File: config.mk
export PLATFORM = sky130hd
export DESIGN_NAME = fifo_flex
export DESIGN_NICKNAME = d
export VERILOG_FILES = /design/src/rtl/fifo_pkg.sv /design/src/rtl/fifo_mem.sv /design/src/rtl/fifo_flex.sv
export SDC_FILE = /design/constraint.sdc
export NUM_CORES = 1
export LEC_CHECK = 0
export ABC_AREA = 1
export CAP_MARGIN = 25
export CELL_PAD_IN_SITES_DETAIL_PLACEMENT = 0
export CELL_PAD_IN_SITES_GLOBAL_PLACEMENT = 2
export CORE_ASPECT_RATIO = 0.9
export CORE_UTILIZATION = 45
export CTS_CLUSTER_DIAMETER = 50
export DETAILED_ROUTE_END_ITERATION = 10
export PLACE_DENSITY = 0.86
export REMOVE_ABC_BUFFERS = 1
export SYNTH_ARGS = -nofsm -noshare
export SYNTH_HDL_FRONTEND = slang
export SYNTH_SLANG_ARGS = --single-unit
export TNS_END_PERCENT = 30
File: constraint.sdc
create_clock -name clk -period 5.4 [get_ports clk]
set_input_delay 1.08 -clock clk [delete_from_list [all_inputs] [get_ports clk]]
set_output_delay 1.08 -clock clk [all_outputs]
set_load 0.02 [all_outputs]
File: src/rtl/fifo_pkg.sv
`default_nettype none
// ============================================================================
// Module   : fifo_pkg
// Purpose  : Shared types, default sample format and pointer helper for the
//            fifo_flex buffer and its storage array.
// Revision : 1.0  initial release
// ============================================================================
package fifo_pkg;

    // Default fixed-point sample format (IL.FL)
    localparam int DEFAULT_IL = 4;
    localparam int DEFAULT_FL = 16;

    // Read-side behaviour of the buffer
    typedef enum logic [0:0] {
        FIFO_STD  = 1'b0,   // registered data_out, one-cycle read latency
        FIFO_FWFT = 1'b1    // head word presented combinationally, rd_en pops
    } fifo_mode_e;

    // Advance a pointer by one, wrapping from depth-1 back to zero by explicit
    // compare so that any depth (not only powers of two) is supported.
    function automatic int unsigned ptr_inc_wrap(input int unsigned ptr,
                                                 input int unsigned depth);
        return (ptr == depth - 1) ? 32'd0 : ptr + 32'd1;
    endfunction

endpackage
`default_nettype wire

File: src/rtl/fifo_mem.sv
`default_nettype none
// ============================================================================
// Module   : fifo_mem
// Purpose  : DEPTH x WIDTH register array with one synchronous write port and
//            one asynchronous read port. Contents are deliberately not reset.
// Revision : 1.0  initial release
// ============================================================================
module fifo_mem
    import fifo_pkg::*;
#(
    parameter int WIDTH  = 20,
    parameter int DEPTH  = 32,
    parameter int ADDR_W = 5
) (
    input  logic              clk,
    input  logic              wr_en,
    input  logic [ADDR_W-1:0] wr_addr,
    input  logic [WIDTH-1:0]  wr_data,
    input  logic [ADDR_W-1:0] rd_addr,
    output logic [WIDTH-1:0]  rd_data
);

    logic [WIDTH-1:0] word_q [DEPTH];
    logic [WIDTH-1:0] word_d [DEPTH];

    // Next contents: only the addressed word takes the write data
    always_comb begin
        for (int i = 0; i < DEPTH; i++) begin
            word_d[i] = word_q[i];
            if (wr_en && (wr_addr == ADDR_W'(i))) begin
                word_d[i] = wr_data;
            end
        end
    end

    // Storage update (no reset: contents are don't-care until written)
    always_ff @(posedge clk) begin
        word_q <= word_d;
    end

    // Asynchronous read mux; addresses beyond DEPTH-1 never occur but read 0
    always_comb begin
        rd_data = '0;
        for (int i = 0; i < DEPTH; i++) begin
            if (rd_addr == ADDR_W'(i)) begin
                rd_data = word_q[i];
            end
        end
    end

endmodule
`default_nettype wire

File: src/rtl/fifo_flex.sv
`default_nettype none
// ============================================================================
// Module   : fifo_flex
// Purpose  : Parametrised synchronous FIFO for IL.FL sample streams with
//            standard or first-word-fall-through read mode, arbitrary depth,
//            occupancy count, almost-full/almost-empty thresholds and sticky
//            overflow/underflow error flags.
// Revision : 1.0  initial release
// ============================================================================
module fifo_flex
    import fifo_pkg::*;
#(
    parameter int IL           = DEFAULT_IL,
    parameter int FL           = DEFAULT_FL,
    parameter int IN_BUS_WIDTH = IL + FL,
    parameter int FIFO_DEPTH   = 32,
    parameter int FWFT         = 0,
    parameter int AF_THRESH    = FIFO_DEPTH - 2,
    parameter int AE_THRESH    = 2,
    parameter int CNT_WIDTH    = $clog2(FIFO_DEPTH + 1)
) (
    input  logic                    clk,
    input  logic                    reset,
    input  logic [IN_BUS_WIDTH-1:0] data_in,
    input  logic                    wr_en,
    input  logic                    rd_en,
    output logic [IN_BUS_WIDTH-1:0] data_out,
    output logic                    empty,
    output logic                    full,
    output logic                    almost_full,
    output logic                    almost_empty,
    output logic [CNT_WIDTH-1:0]    count,
    output logic                    overflow,
    output logic                    underflow
);

    localparam int                   PTR_W    = $clog2(FIFO_DEPTH);
    localparam fifo_mode_e           MODE     = (FWFT != 0) ? FIFO_FWFT : FIFO_STD;
    localparam logic [CNT_WIDTH-1:0] CNT_FULL = CNT_WIDTH'(FIFO_DEPTH);
    localparam logic [CNT_WIDTH-1:0] CNT_ONE  = CNT_WIDTH'(1);
    localparam logic [CNT_WIDTH-1:0] AF_LVL   = CNT_WIDTH'(AF_THRESH);
    localparam logic [CNT_WIDTH-1:0] AE_LVL   = CNT_WIDTH'(AE_THRESH);

    logic [PTR_W-1:0]        wr_ptr_q, wr_ptr_d;
    logic [PTR_W-1:0]        rd_ptr_q, rd_ptr_d;
    logic [CNT_WIDTH-1:0]    count_q, count_d;
    logic                    overflow_q, overflow_d;
    logic                    underflow_q, underflow_d;

    logic                    w_empty;
    logic                    w_full;
    logic                    w_rd_accept;
    logic                    w_wr_accept;
    logic [IN_BUS_WIDTH-1:0] w_mem_rd_data;

    // Status decoded purely from the registered count, so request inputs
    // never reach a flag combinationally.
    assign w_empty = (count_q == '0);
    assign w_full  = (count_q == CNT_FULL);

    // A read needs data; a write needs room, or a simultaneous pop that
    // frees the slot in the same cycle.
    assign w_rd_accept = rd_en && !w_empty;
    assign w_wr_accept = wr_en && (!w_full || w_rd_accept);

    // Pointer, occupancy and sticky-error next state
    always_comb begin
        wr_ptr_d    = wr_ptr_q;
        rd_ptr_d    = rd_ptr_q;
        count_d     = count_q;
        overflow_d  = overflow_q;
        underflow_d = underflow_q;

        if (w_wr_accept) begin
            wr_ptr_d = PTR_W'(ptr_inc_wrap(32'(wr_ptr_q), FIFO_DEPTH));
        end
        if (w_rd_accept) begin
            rd_ptr_d = PTR_W'(ptr_inc_wrap(32'(rd_ptr_q), FIFO_DEPTH));
        end

        case ({w_wr_accept, w_rd_accept})
            2'b10:   count_d = count_q + CNT_ONE;
            2'b01:   count_d = count_q - CNT_ONE;
            default: count_d = count_q;
        endcase

        // Dropped write (full with no pop) and read of an empty buffer latch
        if (wr_en && !w_wr_accept) begin
            overflow_d = 1'b1;
        end
        if (rd_en && w_empty) begin
            underflow_d = 1'b1;
        end
    end

    // Control state registers
    always_ff @(posedge clk or negedge reset) begin
        if (!reset) begin
            wr_ptr_q    <= '0;
            rd_ptr_q    <= '0;
            count_q     <= '0;
            overflow_q  <= 1'b0;
            underflow_q <= 1'b0;
        end else begin
            wr_ptr_q    <= wr_ptr_d;
            rd_ptr_q    <= rd_ptr_d;
            count_q     <= count_d;
            overflow_q  <= overflow_d;
            underflow_q <= underflow_d;
        end
    end

    fifo_mem #(
        .WIDTH  (IN_BUS_WIDTH),
        .DEPTH  (FIFO_DEPTH),
        .ADDR_W (PTR_W)
    ) u_mem (
        .clk     (clk),
        .wr_en   (w_wr_accept),
        .wr_addr (wr_ptr_q),
        .wr_data (data_in),
        .rd_addr (rd_ptr_q),
        .rd_data (w_mem_rd_data)
    );

    generate
        if (MODE == FIFO_STD) begin : g_std_out
            logic [IN_BUS_WIDTH-1:0] dout_q, dout_d;

            // Capture the head word on an accepted read, hold otherwise
            always_comb begin
                dout_d = dout_q;
                if (w_rd_accept) begin
                    dout_d = w_mem_rd_data;
                end
            end

            // Registered read data
            always_ff @(posedge clk or negedge reset) begin
                if (!reset) begin
                    dout_q <= '0;
                end else begin
                    dout_q <= dout_d;
                end
            end

            assign data_out = dout_q;
        end else begin : g_fwft_out
            // Head word straight from storage; forced to zero while empty so
            // the reset value and the idle value are well defined.
            assign data_out = w_empty ? '0 : w_mem_rd_data;
        end
    endgenerate

    assign empty        = w_empty;
    assign full         = w_full;
    assign almost_full  = (count_q >= AF_LVL);
    assign almost_empty = (count_q <= AE_LVL);
    assign count        = count_q;
    assign overflow     = overflow_q;
    assign underflow    = underflow_q;

endmodule
`default_nettype wire

==> flow_summary.yaml <==
floorplanning:
  fp.dieH_microns: 242
  io_pins: 56
  initial_utilization: 0.456
  fp.dieW_microns: 268
  core_area_sq_um: 62900
  row_count: 87
  die_area_sq_um: 64800
pwr:
  finalPower_mw: 17.3
  powerDensity_nw_per_um2: 523
  leakagePower_nw: 12.4
  vdd_drop_max_uv: 325
grt:
  grt.overflow.total: 0
  grt_max_degree: 41
  grt_usage: 0.230
  grt_pass1_vias: 18200
  grt_antenna_before_repair: 0
  grt_pass1_wl_microns: 112000
placement:
  gp_congestion: 0.813
  hpwl_microns: 43800
  port_buffers: 55
  place_ws_ns: 0.461
detailed_routing:
  remaining_drc_errors: 0
  viasPerCell: 5.22
  drt_iter0_markers: 1541
  ant_nets: 0
  wire_per_inst_microns: 20.4
  vias: 18500
  drt_wl_total_microns: 72400
  firstDrtPassIters: 6
cts:
  hold_buffers: 0
  cts_root_buf: "clkbuf_16"
  cts_resized: 0
  cts_buffer_depth: 3
  cts_buffers: 75
  cts_tree: "yes"
  h-tree-depth: 3
  cts_setup_buffers: 0
  clock_latency_ns: 0.62
  cts.clk_slew.worst_paths_ns: 0.06
  clock-sinks: 678
synth:
  synth-xor-area-share: 0.00122
  synthFlopType: "edfxtp_1"
  synth_common_cells: "nand2_1, edfxtp_1, nand3_1, nor2_1, inv_1"
  synth_most_common_cell: "nand2_1"
  synth_simple_gate_area_frac: 0.210
  synthArstFlopShare: 0.0560
  synth_enable_flop_cells: 640
  ys_types: 46
  syn_area_sq_um: 28700
  synth_compound_area_frac: 0.0372
  syn_avg_cell_area_sq_um: 11.3
  yosys.area.top_type: "edfxtp_1"
  synthMuxAreaShare: 0.000392
  ys_warn_count: 0
  synth_seq_cells: 678
  synth.area.top_cells: "edfxtp_1, nand2_1, nand3_1"
  syn_inst: 2539
  synth-adder-area-share: 0.00767
  synth-seq-area-share: 0.702
  synth_top_area_frac: 0.669
  synth_top_family_by_area: "simple AND/OR/NAND/NOR gates"
worst_setup_path:
  cpPeakStageDelay_ns: 0.41
  timing.critical_path.arrival_ns: 5.14
  start_kind: "flop"
  cp-end-kind: "flop"
  crit_type: "reg -> reg"
  path_buf_inv: 1
  crit_required_ns: 5.91
  crit_family: "simple AND/OR/NAND/NOR gates"
  slowest_stage: "dfrtp_1"
  cp_max_fo: 25
  worst_path_most_repeated_cell: "nand2_1"
cells_and_area:
  diodes: 0
  drive_above_1_share: 0.134
  fin_nets: 2683
  n_fill_cell: 5450
  final_core_utilization: 0.525
  synthToLayoutAreaGrowth_pct: 15.0
timing:
  fin_tns_setup_ns: 0
  slew_headroom: 0.338
  finalClockSkew_ns: 0.0263
  maxSlewViolCount: 0
  tightest_slew_ns: 0.992
  setup_viol: 0
  fmax_mhz: 216
  post-route-period-util: 0.857
  period_minus_slack_ns: 4.63
  holdWs_ns: 0.323
  setup_ws_ns: 0.773
  finalHoldViolations: 0
  rsz0062_at_grt: "false"
run_status:
  status: "finished, final reports clean"
run:
  maxCapViolCount: 0
worst_hold_path:
  hold_path.class: "in -> async"
-- flip-flops by register name, summed over array words and instances, names as in the netlist --
name	flops
u_mem.word_q	640
rd_ptr_q	5
overflow	1
count	6
wr_ptr_q	5
underflow	1
data_out	20
-- power breakdown --
group / internal, mW / total, mW / switching [mW]
clock network: 3.24 / 5.30 / 2.06
registers: 6.15 / 6.33 / 0.180
logic: 1.82 / 5.65 / 3.83
-- logic make-up after synthesis --
group / after synthesis
xor gates and xnor gates: 4
AOI/OAI and AO/OA: 188
and+or+nand+nor: 1378
muxes: 1
DFF: 678
adders and majority gates: 17
buffers and inverters: 273
-- through the flow --
step | std cells | cell area [sq um]
5_1_grt | 3545 | 33000
4_1_cts | 3543 | 33000
3_3_place_gp | 3406 | 30400
3_5_place_dp | 3408 | 30400
6_report | 3545 | 33000
2_1_floorplan | 2428 | 28200
-- worst register-to-register path: cells and delay by family, from the launching register on --
family | cells | cell delay, ns
simple gates | 34 | 3.70
flops | 1 | 0.41
buf+inv | 1 | 0.13
fa+ha+maj | 1 | 0.31
-- path summary, 6_finish.rpt --
kind	from	to	slack, ns	cells past startpoint
max in group asynchronous	reset	rd_ptr_q[0]	4.60	2
min	reset	data_out[11]	0.32	1
max reg2reg	rd_ptr_q[0]	data_out[17]	0.77	36
min in group clk	underflow	underflow	0.46	1
max	rd_ptr_q[0]	data_out[17]	0.77	36
min reg2reg	underflow	underflow	0.46	1
-- area by class of cell --
class,instances,area [sq um],share of cell area
clock buffers,95,2070,0.0626
well taps,845,1060,0.0320
multi-input cells,1588,7440,0.225
flip-flops and latches,678,20200,0.611
clock inverters,40,497,0.0150
repair buffers,137,1200,0.0362
inverters,162,608,0.0184
-- placed cells by master (no fill, tap or decap), types with 16 or more instances in the layout --
cell,count
dfrtp_1,38
a21oi_1,69
clkbuf_16,79
or2_2,122
nor2_1,147
nand2_1,736
o21a_1,20
edfxtp_1,640
nor2_2,20
nand3_1,306
inv_1,149
clkinv_1,16
ha_1,16
buf_4,78
clkdlybuf4s50_1,54
o21ai_0,71
-- layer usage --
layer / track usage / wire (microns) / up-vias / part of all wire
met5: 0 / 0 / - / 0
met4: 0.0563 / 1230 / 0 / 0.017
met3: 0.0326 / 4240 / 92 / 0.059
met2: 0.345 / 32600 / 526 / 0.45
met1: 0.351 / 34300 / 9016 / 0.47
li1: - / - / 8869 / -
Power figures use the tool's default switching activity.
